[src/rtl/imem_pkg.sv]
// Shared sizing defaults and word/address types for the instruction memory.
package imem_pkg;

    localparam int IMEM_DATA_W = 32;
    localparam int IMEM_ADDR_W = 5;
    localparam int IMEM_DEPTH  = 2 ** IMEM_ADDR_W;

    typedef logic [IMEM_DATA_W-1:0] word_t;
    typedef logic [IMEM_ADDR_W-1:0] addr_t;

endpackage

[src/rtl/imem_array.sv]
// Flip-flop word array with asynchronous whole-array clear and per-word write decode.
module imem_array
    import imem_pkg::*;
#(
    parameter int DATA_W = IMEM_DATA_W,
    parameter int ADDR_W = IMEM_ADDR_W,
    parameter int DEPTH  = IMEM_DEPTH
) (
    input  logic                         clk,
    input  logic                         rst_n,
    input  logic                         wr,
    input  logic [ADDR_W-1:0]            addr,
    input  logic [DATA_W-1:0]            wdata,
    output logic [DEPTH-1:0][DATA_W-1:0] words
);

    genvar gi;
    generate
        for (gi = 0; gi < DEPTH; gi++) begin : g_word
            logic              hit;
            logic [DATA_W-1:0] word_d;
            logic [DATA_W-1:0] word_q;

            always_comb begin
                hit    = wr && (addr == ADDR_W'(gi));
                word_d = word_q;
                if (hit) begin
                    word_d = wdata;
                end
            end

            // Registers rather than block RAM: the whole array must clear asynchronously.
            always_ff @(posedge clk or negedge rst_n) begin
                if (!rst_n) begin
                    word_q <= '0;
                end else begin
                    word_q <= word_d;
                end
            end

            assign words[gi] = word_q;
        end
    endgenerate

endmodule

[src/rtl/imemory.sv]
// 32x32 instruction/data memory: synchronous write, combinational read gated by rd.
module imemory
    import imem_pkg::*;
#(
    parameter int DATA_W = IMEM_DATA_W,
    parameter int ADDR_W = IMEM_ADDR_W,
    parameter int DEPTH  = IMEM_DEPTH
) (
    input  logic              clk,
    input  logic              rst_n,
    input  logic [ADDR_W-1:0] addr,
    input  logic [DATA_W-1:0] wdata,
    input  logic              rd,
    input  logic              wr,
    output logic [DATA_W-1:0] rdata
);

    logic [DEPTH-1:0][DATA_W-1:0] words;

    imem_array #(
        .DATA_W (DATA_W),
        .ADDR_W (ADDR_W),
        .DEPTH  (DEPTH)
    ) u_array (
        .clk   (clk),
        .rst_n (rst_n),
        .wr    (wr),
        .addr  (addr),
        .wdata (wdata),
        .words (words)
    );

    // Read sees the array directly, so a write shows up right after its edge.
    always_comb begin
        rdata = '0;
        if (rd) begin
            rdata = words[addr];
        end
    end

endmodule

[config.mk]
export PLATFORM = sky130hd
export DESIGN_NAME = imemory
export DESIGN_NICKNAME = d
export VERILOG_FILES = /design/src/rtl/imem_pkg.sv /design/src/rtl/imem_array.sv /design/src/rtl/imemory.sv
export SDC_FILE = /design/constraint.sdc
export NUM_CORES = 1
export LEC_CHECK = 0
export BUFFER_PORTS_ARGS = -buffer_cell sky130_fd_sc_hd__buf_2
export CAP_MARGIN = 20
export CELL_PAD_IN_SITES_DETAIL_PLACEMENT = 1
export CELL_PAD_IN_SITES_GLOBAL_PLACEMENT = 1
export CORE_MARGIN = 3
export CORE_UTILIZATION = 58
export CTS_CLUSTER_DIAMETER = 50
export CTS_CLUSTER_SIZE = 30
export DETAILED_ROUTE_END_ITERATION = 8
export GPL_TIMING_DRIVEN = 0
export HOLD_SLACK_MARGIN = 0.15
export MAX_ROUTING_LAYER = met4
export PLACE_DENSITY = 0.93
export SLEW_MARGIN = 20
export SYNTH_ARGS = -nofsm -noshare
export SYNTH_HDL_FRONTEND = slang
export SYNTH_SLANG_ARGS = --single-unit
[constraint.sdc]
create_clock -name clk -period 4.9 [get_ports clk]
set_clock_uncertainty 0.05 [all_clocks]
set_input_delay 0.245 -clock clk [delete_from_list [all_inputs] [get_ports clk]]
set_output_delay 0.245 -clock clk [all_outputs]
set_load 0.005 [all_outputs]
### Word-level counts from Yosys, hierarchy flattened

Index checks and enable logic that the tools add are counted.

| storage, ports and cells | value |
|---|---|
| flip-flop bits (word level) | 1024 |
| input port bits | 41 |
| output and inout port bits | 32 |
| logic and storage cells | 100 |

| operators by class | value |
|---|---|
| $lt $le $gt $ge | 1 |
| reductions and logical operators | 33 |
| equality and inequality tests | 31 |
| multiplexer cells | 3 |

Operators with widths:

| cell | count |
|---|---|
| $bmux W32 S5 | 1 |
| $eq A5 B5 Y1 const B | 16 |
| $mux W32 | 2 |
| $eq A5 B4 Y1 const B | 8 |
| $logic_and A1 B1 Y1 | 32 |
| $eq A5 B3 Y1 const B | 4 |
| $eq A5 B2 Y1 const B | 2 |
| $lt A5 B6 Y1 const B | 1 |
| $eq A5 B1 Y1 const B | 1 |
| $logic_not A5 Y1 | 1 |

### Depth between registers and ports, before layout

Gate-level depths: netlist of run 1.

| logic depth | value |
|---|---|
| depth in word-level cells | 3 |
| depth in mapped cells | 9 |

### Modules after synthesis

From an unflattened synthesis of run 1, not the netlist that was laid out.

| unflattened totals | value |
|---|---|
| cells, all modules | 2919 |
| area total of the unflattened synthesis | 46493.3 sq um |

Modules (own cells, without submodules):

| module | area each (sq um) | cells an instance | seq. area each (sq um) | instances |
|---|---|---|---|---|
| imem_array | 38334.3 | 2291 | 25624.6 | 1 |
| imemory | 8159.1 | 628 | 0.0 | 1 |

### Worst setup path before layout of run 1

No wires, ideal clock.

| timing | value |
|---|---|
| path kind | input -> output |
| start | input port addr[1] |
| end | output port rdata[25] |
| buffers on the path | 4 |
| cell stages on the path | 8 |
| slack | 2840 ps |
| data arrival time | 1765 ps |
| cells stage by stage | buf_4 -> buf_12 -> buf_6 -> buf_2 -> mux2_2 -> a221oi_1 -> o211a_1 -> a211oi_2 |

| on the way | value |
|---|---|
| word-level cells in the longest chain between the ends | 3 |

Ends and longest elaborated chain:

| element | RTL line | RTL |
|---|---|---|
| start: declaration | imemory.sv:11 | `input logic [ADDR_W-1:0] addr,` |
| $bmux W32 S5 | imemory.sv:37 | `rdata = words[addr];` |
| $mux W32 (implied by the code) | imemory.sv:37 |  |
| $mux W32 | imemory.sv:36 | `if (rd) begin` |
| end: declaration | imemory.sv:15 | `output logic [DATA_W-1:0] rdata` |

No other way between the ends. The select of a mux whose other input is x is not followed.

### Worst setup path in the final report of run 1

| timing | value |
|---|---|
| start | input port addr[0] |
| end | output port rdata[8] |

Same word-level chain as after synthesis.

==> summary.txt, run 1 <==
Setup path
  • Critical Path Sink Type: primary output
  • Critical R2R Launch: u_array.g_word[14].word_q[5]
  • FF-to-FF path depth: 1
  • Maximum fanout along the worst path: 10
  • Reg2Reg Capture Point: u_array.g_word[14].word_q[5]
  • Crit path DAT: between 3000 and 4000 ps
  • Worst EP required: roughly 4600 ps
  • Startpoint type of the worst setup path: primary input
  • R2R Setup Slk: 3880 ps
  • CP Class: primary input to primary output

Logic synthesis
  • Synth Area in XOR/XNOR: 0%
  • Syn_area_per_cell: 15.34 um^2
  • YS warnings: 0
  • Net Count, Synth: just over 3000
  • Yosys cell types: 39
  • Synth Area in Compound Gates: between 3 and 4%
  • Flops & latches, synth: between 1000 and 1500
  • Synth Area in Simple Gates: less than 1%
  • Cells after Synth: slightly above 3000
  • Adder-Cell Fraction of Synth Area: 0%
  • Largest family of logic cells by synthesized area: multiplexers
  • Post-synthesis instance area: 46900 um^2
  • Sequential fraction of the synthesis area: a little over half
  • Number of synthesized flops with an enable pin: 0
  • Mux cell area share after synthesis: 37.12%
  • Main synth FF type: dfrtp_1
  • Synth async-reset ratio: between 90% and 100%

Die
  • Die Footprint: around 84000 um^2
  • I/O Pins: between 70 and 80
  • # rows: between 100 and 150
  • Die Y: 290.4 um
  • Initial core utilization: between 50% and 60%
  • Core area: just under 80000 um^2
  • Die width: about 290 um

Detailed routing
  • Initial DRC count: between 4000 and 5000
  • First drt pass iteration count: 7
  • DRC: 0
  • Routed WL per cell: 44.71 um
  • Drt via density: about 7.7
  • DR vias: between 30000 and 40000
  • Routed WL: about 200 mm
  • Post-DRT Antenna Nets: 0

Pwr
  • Tot Pwr: ~25 mW
  • Max VDD drop: between 0.0004 and 0.0005 V
  • Pleak: 24.12 nW
  • Pwr Density: approximately 460 nW/um^2

Final layout
  • Filler instances: around 6900
  • Commonest cells after routing, fill and taps aside: dfrtp_1, mux2_2, mux2i_1
  • Multi-input logic area: slightly below 20000 um^2
  • Max reg flops: roughly 1000
  • Reg with most FFs: u_array.g_word.word_q
  • # nets final: approximately 3300
  • Reg area: between 20000 and 30000 um^2
  • Non-Filler Instances: 4441
  • Biggest regs: u_array.g_word.word_q (1024)
  • Area Growth Syn to Fin: 12.88%
  • Share of layout cells above drive strength 1: between 40% and 50%
  • Commonest non-fill, non-tap cell in the layout: dfrtp_1

STA
  • Fin. max-slew vios: 0
  • Tcrit/Tclk final: between 70% and 80%
  • Finish-stage setup viols: 0
  • Max-slew headroom: 15.01%
  • RSZ-0062 raised after global routing: no
  • Final Critical Period: around 3900 ps
  • Final Hold Viols: 0
  • Worst-margin pin slew: roughly 1300 ps
  • Setup TNS: 0 ps
  • WHS: about 230 ps
  • Fmax: roughly 260 MHz

Clock network
  • CTS tree: done
  • CTS sink cnt: around 1000
  • Post-CTS Resized: 0
  • CTS H-Tree Depth: 3
  • Total CTS buffers: roughly 110
  • Post-CTS Hold Buffers: 35
  • Post-CTS setup buffer count: 0
  • Worst-Skew Late Latency: around 700 ps
  • Worst-path clk slew: 70 ps
  • Max Buffers Root-to-Sink: 3
  • Root buffer cell: clkbuf_16

Global routing
  • First-pass GRT wire length: 280.8 mm
  • Largest net degree at the start of global routing: 149
  • GR Overflow Total: 0
  • Vias in the first global route: around 38000
  • Initial antenna violation count: 14
  • Tot GR Track Use: 48.23%

Worst hold path
  • Min-Delay Path Class: primary input to flop
  • Worst Hold Path EP: u_array.g_word[17].word_q[31]
  • HP Start: wr
  • Hold path cells: 3

Place
  • Hpwl dp: approximately 120 mm
  • Number of port buffers: 70
  • Dpl cells: 4184
  • Global placement routability congestion: roughly 0.96

Job
  • MaxCap Viol Count: 0

Outcome
  • Status: finished, final reports clean
-- area by class of cell --
class / count / share of cell area (%)
inverter: 1 / 0.007090
buffer: 310 / 2.975
multi-input combinational: 1722 / 37.28
clock inverter: 87 / 1.744
antenna: 20 / 0.09453
clock buffer: 115 / 5.272
timing repair buffer: 112 / 1.749
sequential: 1024 / 48.40
tap: 1050 / 2.481
-- worst max path at each step --
stage               startpoint  slack (ps)  cells past startpoint                            end
finish                 addr[0]        1000                     10                       rdata[8]
CTS                    addr[3]        1170                      8                       rdata[8]
detailed placement     addr[3]        1330                      8                       rdata[8]
global placement         rst_n      -16590                      1  u_array.g_word[22].word_q[25]
floorplan              addr[1]        2840                      8                      rdata[25]
global route           addr[0]        1050                     10                      rdata[29]
-- report_power, final --
part | switching [mW] | internal, mW | total [mW] | leakage (nW)
clock network | 4.34 | 4.64 | 8.97 | 1.79
registers | 1.30 | 10.1 | 11.4 | 13.1
logic | 2.12 | 2.10 | 4.22 | 9.23
total | 7.76 | 16.8 | 24.6 | 24.1
-- worst max-delay path: stages --
cell,delay (ps)
buf_2,210
buf_4,230
buf_4,240
nand3b_1,220
buf_1,950
buf_2,630
o221ai_1,220
a21oi_1,290
a211oi_2,160
buf_2,190
-- cells in the mapped netlist, types with 18 or more instances --
cell type	instances	area (um^2)
nand2_1	29	108.9
o221ai_1	32	280.3
a211oi_1	18	135.1
clkbuf_1	144	540.5
a221oi_2	18	270.3
mux4_2	160	3603
buf_4	23	172.7
buf_2	114	570.6
a221oi_1	46	402.9
dfrtp_1	1024	25620
mux2i_1	195	1952
mux2_1	48	540.5
a21oi_1	34	170.2
o21ai_1	32	160.2
mux2_2	1005	11320
-- per-layer routing --
| layer | wire length, um | global-route usage [%] | part of all wire [%] | vias up |
|---|---|---|---|---|
| li1 | - | - | - | 11860 |
| met1 | 65580 | 53.18 | 33 | 17670 |
| met2 | 87840 | 69.97 | 44 | 3102 |
| met3 | 23750 | 17.69 | 12 | 1400 |
| met4 | 21390 | 39.78 | 11 | 0 |
| met5 | 0 | - | 0 | - |
-- cell families after synthesis --
logic type,Yosys count
AOI/OAI and AO/OA,225
buffers and inverters,311
DFF,1024
muxes,1408
and+or+nand+nor,89
-- per-stage QoR --
step                setup WS, ps  area, um^2  utilization [%]
floorplan                   2840       46900                -
global placement          -16590       48570            61.08
detailed placement          1327       48790            61.36
CTS                         1173       52880            66.50
global route                1047       52940            66.58
finish                     996.9       52940            66.58
(Power assumes the default switching activity.)
==> run 2: changes to the inputs <==
Settings changed: CORE_UTILIZATION 58 to 54, PLACE_DENSITY 0.93 to 0.88.
Clock period 4.9 ns to 3.8 ns, I/O delays scaled along.
==> run 2 against run 1 <==
Against the previous run: the flow now finishes with violations (negative setup slack); final area grew 0.25%; sequential share of layout area shrank 0.12 points; power grew 26%; routed wire length shrank 8.8%; first-iteration DRC count shrank 26%; non-clock buffer count grew 3; worst setup slack lost 1000 ps; clock power grew 26%; die area grew 7.3%; register-to-register slack lost 1000 ps; final cell count grew 1.9%.
==> summary.txt, run 2 (synthesis results as in run 1) <==
STA
  • Tcrit/Tclk final: 100.7%
  • Setup TNS: -27.98 ps (-27.98 ps)
  • Fmax: approximately 260 MHz
  • RSZ-0062 raised after global routing: no
  • Finish-stage setup viols: 1 (+1)
  • Max-slew headroom: 10.67% (-4.3 points)
  • Fin. max-slew vios: 0 (unchanged)
  • Final Critical Period: ~3800 ps
  • Worst-margin pin slew: 1340 ps (+65.12 ps)
  • Final Hold Viols: 0 (unchanged)
  • Setup ws final: -27.98 ps (-1025 ps)

Outcome
  • Status: finished with violations
  • Violated checks: negative setup slack

Die
  • I/O Pins: 73 (unchanged)
  • Core area: 85680 um^2 (+7.8%)
  • Die Y: 300.7 um (+3.6%)
  • Initial core utilization: 54.74% (-4.2 points)
  • Die Footprint: 90430 um^2 (+7.3%)
  • Die width: 300.7 um (+3.6%)
  • # rows: 107 (+3.9%)

Global routing
  • Vias in the first global route: 35910 (-4.4%)
  • Tot GR Track Use: 41.31% (-6.9 points)
  • First-pass GRT wire length: 258.1 mm (-8.1%)
  • GR Overflow Total: 0 (unchanged)
  • Initial antenna violation count: 8 (-6)
  • Largest net degree at the start of global routing: 155 (+4.0%)

Place
  • Placed Area: 48950 um^2 (+0.31%)
  • Number of port buffers: 70 (unchanged)
  • Global placement routability congestion: 0.9771 (+1.4%)
  • Hpwl dp: 112.8 mm (-2.6%)

Detailed routing
  • DR vias: 32140 (-5.6%)
  • First drt pass iteration count: 5 (-2)
  • Initial DRC count: 3414 (-26%)
  • DRC: 0 (unchanged)
  • Routed WL per cell: 40.01 um (-11%)
  • Routed WL: 181.0 mm (-8.8%)
  • Post-DRT Antenna Nets: 0 (unchanged)
  • Drt via density: 7.103 (-7.3%)

Final layout
  • # nets final: 3319 (unchanged)
  • Area Growth Syn to Fin: 13.16%
  • Commonest non-fill, non-tap cell in the layout: dfrtp_1
  • Share of layout cells above drive strength 1: 49.07% (-0.27 points)
  • Reg with most FFs: u_array.g_word.word_q
  • Commonest cells after routing, fill and taps aside: dfrtp_1, mux2_2, mux2i_1
  • Finished Cell Area: 53080 um^2 (+0.25%)
  • Biggest regs: u_array.g_word.word_q (1024)
  • Fin util: 61.95% (-4.6 points)
  • Max reg flops: 1024 (unchanged)

Pwr
  • Pleak: 24.12 nW (about the same)
  • Pwr Density: 583.9 nW/um^2 (+26%)
  • Max VDD drop: 0.0004635 V (+2.2%)

Clock network
  • Worst-Skew Late Latency: 690 ps (-20 ps)
  • Post-CTS setup buffer count: 0 (unchanged)
  • Worst-path clk slew: 60 ps (about the same)
  • Root buffer cell: clkbuf_16
  • Max Buffers Root-to-Sink: 3 (unchanged)
  • CTS sink cnt: 1024 (unchanged)
  • CTS H-Tree Depth: 3 (unchanged)
  • CTS tree: done
  • Total CTS buffers: 104 (-2.8%)

Job
  • MaxCap Viol Count: 0 (unchanged)

Setup path
  • Critical Path Sink Type: primary output
  • Crit path DAT: 3590 ps (-20 ps)
  • Maximum fanout along the worst path: 10 (unchanged)
  • Delay-heaviest family, CP: buffers and inverters
  • Startpoint type of the worst setup path: primary input
  • CP bufs+invs: 5 (-1)
  • Worst EP required: 3560 ps (-1050 ps)
  • Slowest library cell on the worst path: clkbuf_1
  • Max incr delay on CP: 1000 ps (+50 ps)
  • Worst-path cell chain: buf_2 -> buf_4 -> buf_4 -> nand3b_1 -> clkbuf_1 -> o22ai_1 -> a211oi_1 -> a221oi_2 -> buf_2
  • CP Class: primary input to primary output

Worst hold path
  • Min-Delay Path Class: primary input to flop
run 2: cell types whose count changed in the layout (fill, tap and decap cells not counted), sizes merged:
cell	before	now
buf	243	245
bufinv	6	8
clkbuf	260	265
clkinv	30	26
clkinvlp	12	11
diode	20	12
inv	40	34
run 2: final cells by class:
class                   instances  area, um^2
inverters                       1       3.754
well taps                    1144        1431
plain buffers                 310        1572
clock buffers                 119        2761
fillers                      7692       32610
diodes                         12       30.03
flip-flops and latches       1024       25620
repair buffers                115       972.2
clock inverters                78       950.9
multi-input cells            1722       19730
run 2: worst paths after layout:
path                                               start                       endpoint  slack [ps]  cells past startpoint
setup / recovery                                 addr[0]                      rdata[22]         -30                      9
setup reg to reg            u_array.g_word[15].word_q[3]   u_array.g_word[15].word_q[3]        2850                      1
hold reg to reg            u_array.g_word[21].word_q[12]  u_array.g_word[21].word_q[12]         440                      1
max in group asynchronous                          rst_n   u_array.g_word[13].word_q[6]         840                      7
min in group asynchronous                          rst_n  u_array.g_word[24].word_q[26]         580                      4
hold / removal                                        wr  u_array.g_word[22].word_q[31]         210                      4
run 2: what timing repair did:
action / in CTS / in global routing
endpoints found under the hold margin: 398 / 0
gates resized for setup: 0 / 2
setup endpoints to repair: 0 / 4
hold buffers: 35 / 0
run 2: metrics by stage:
stage / power, mW / setup WS (ps) / std cells / hold WS (ps)
5_1_grt: 31.80 / 208.7 / 4521 / 212.4
3_5_place_dp: 19.28 / 176.1 / 4280 / 47.44
4_1_cts: 30.74 / 96.50 / 4512 / 173.6
3_3_place_gp: 18.57 / -17710 / 4271 / 411.7
6_report: 30.99 / -27.98 / 4525 / 211.8
2_1_floorplan: 17.32 / 1850 / 3057 / -155.6
run 2: metal layers:
layer	GRT usage, %	wire length, um	part of all wire, %	vias up
met5	-	0	0	-
met4	29.49	15700	8.7	0
met3	11.64	17200	9.5	890
met2	62.59	84300	47	2213
met1	47.45	63850	35	17190
li1	-	-	-	11850
run 2: power breakdown:
part | switching (mW) | internal (mW)
clock | 5.27 | 6.02
sequential | 1.46 | 13.0
combinational | 2.52 | 2.70
total | 9.25 | 21.7
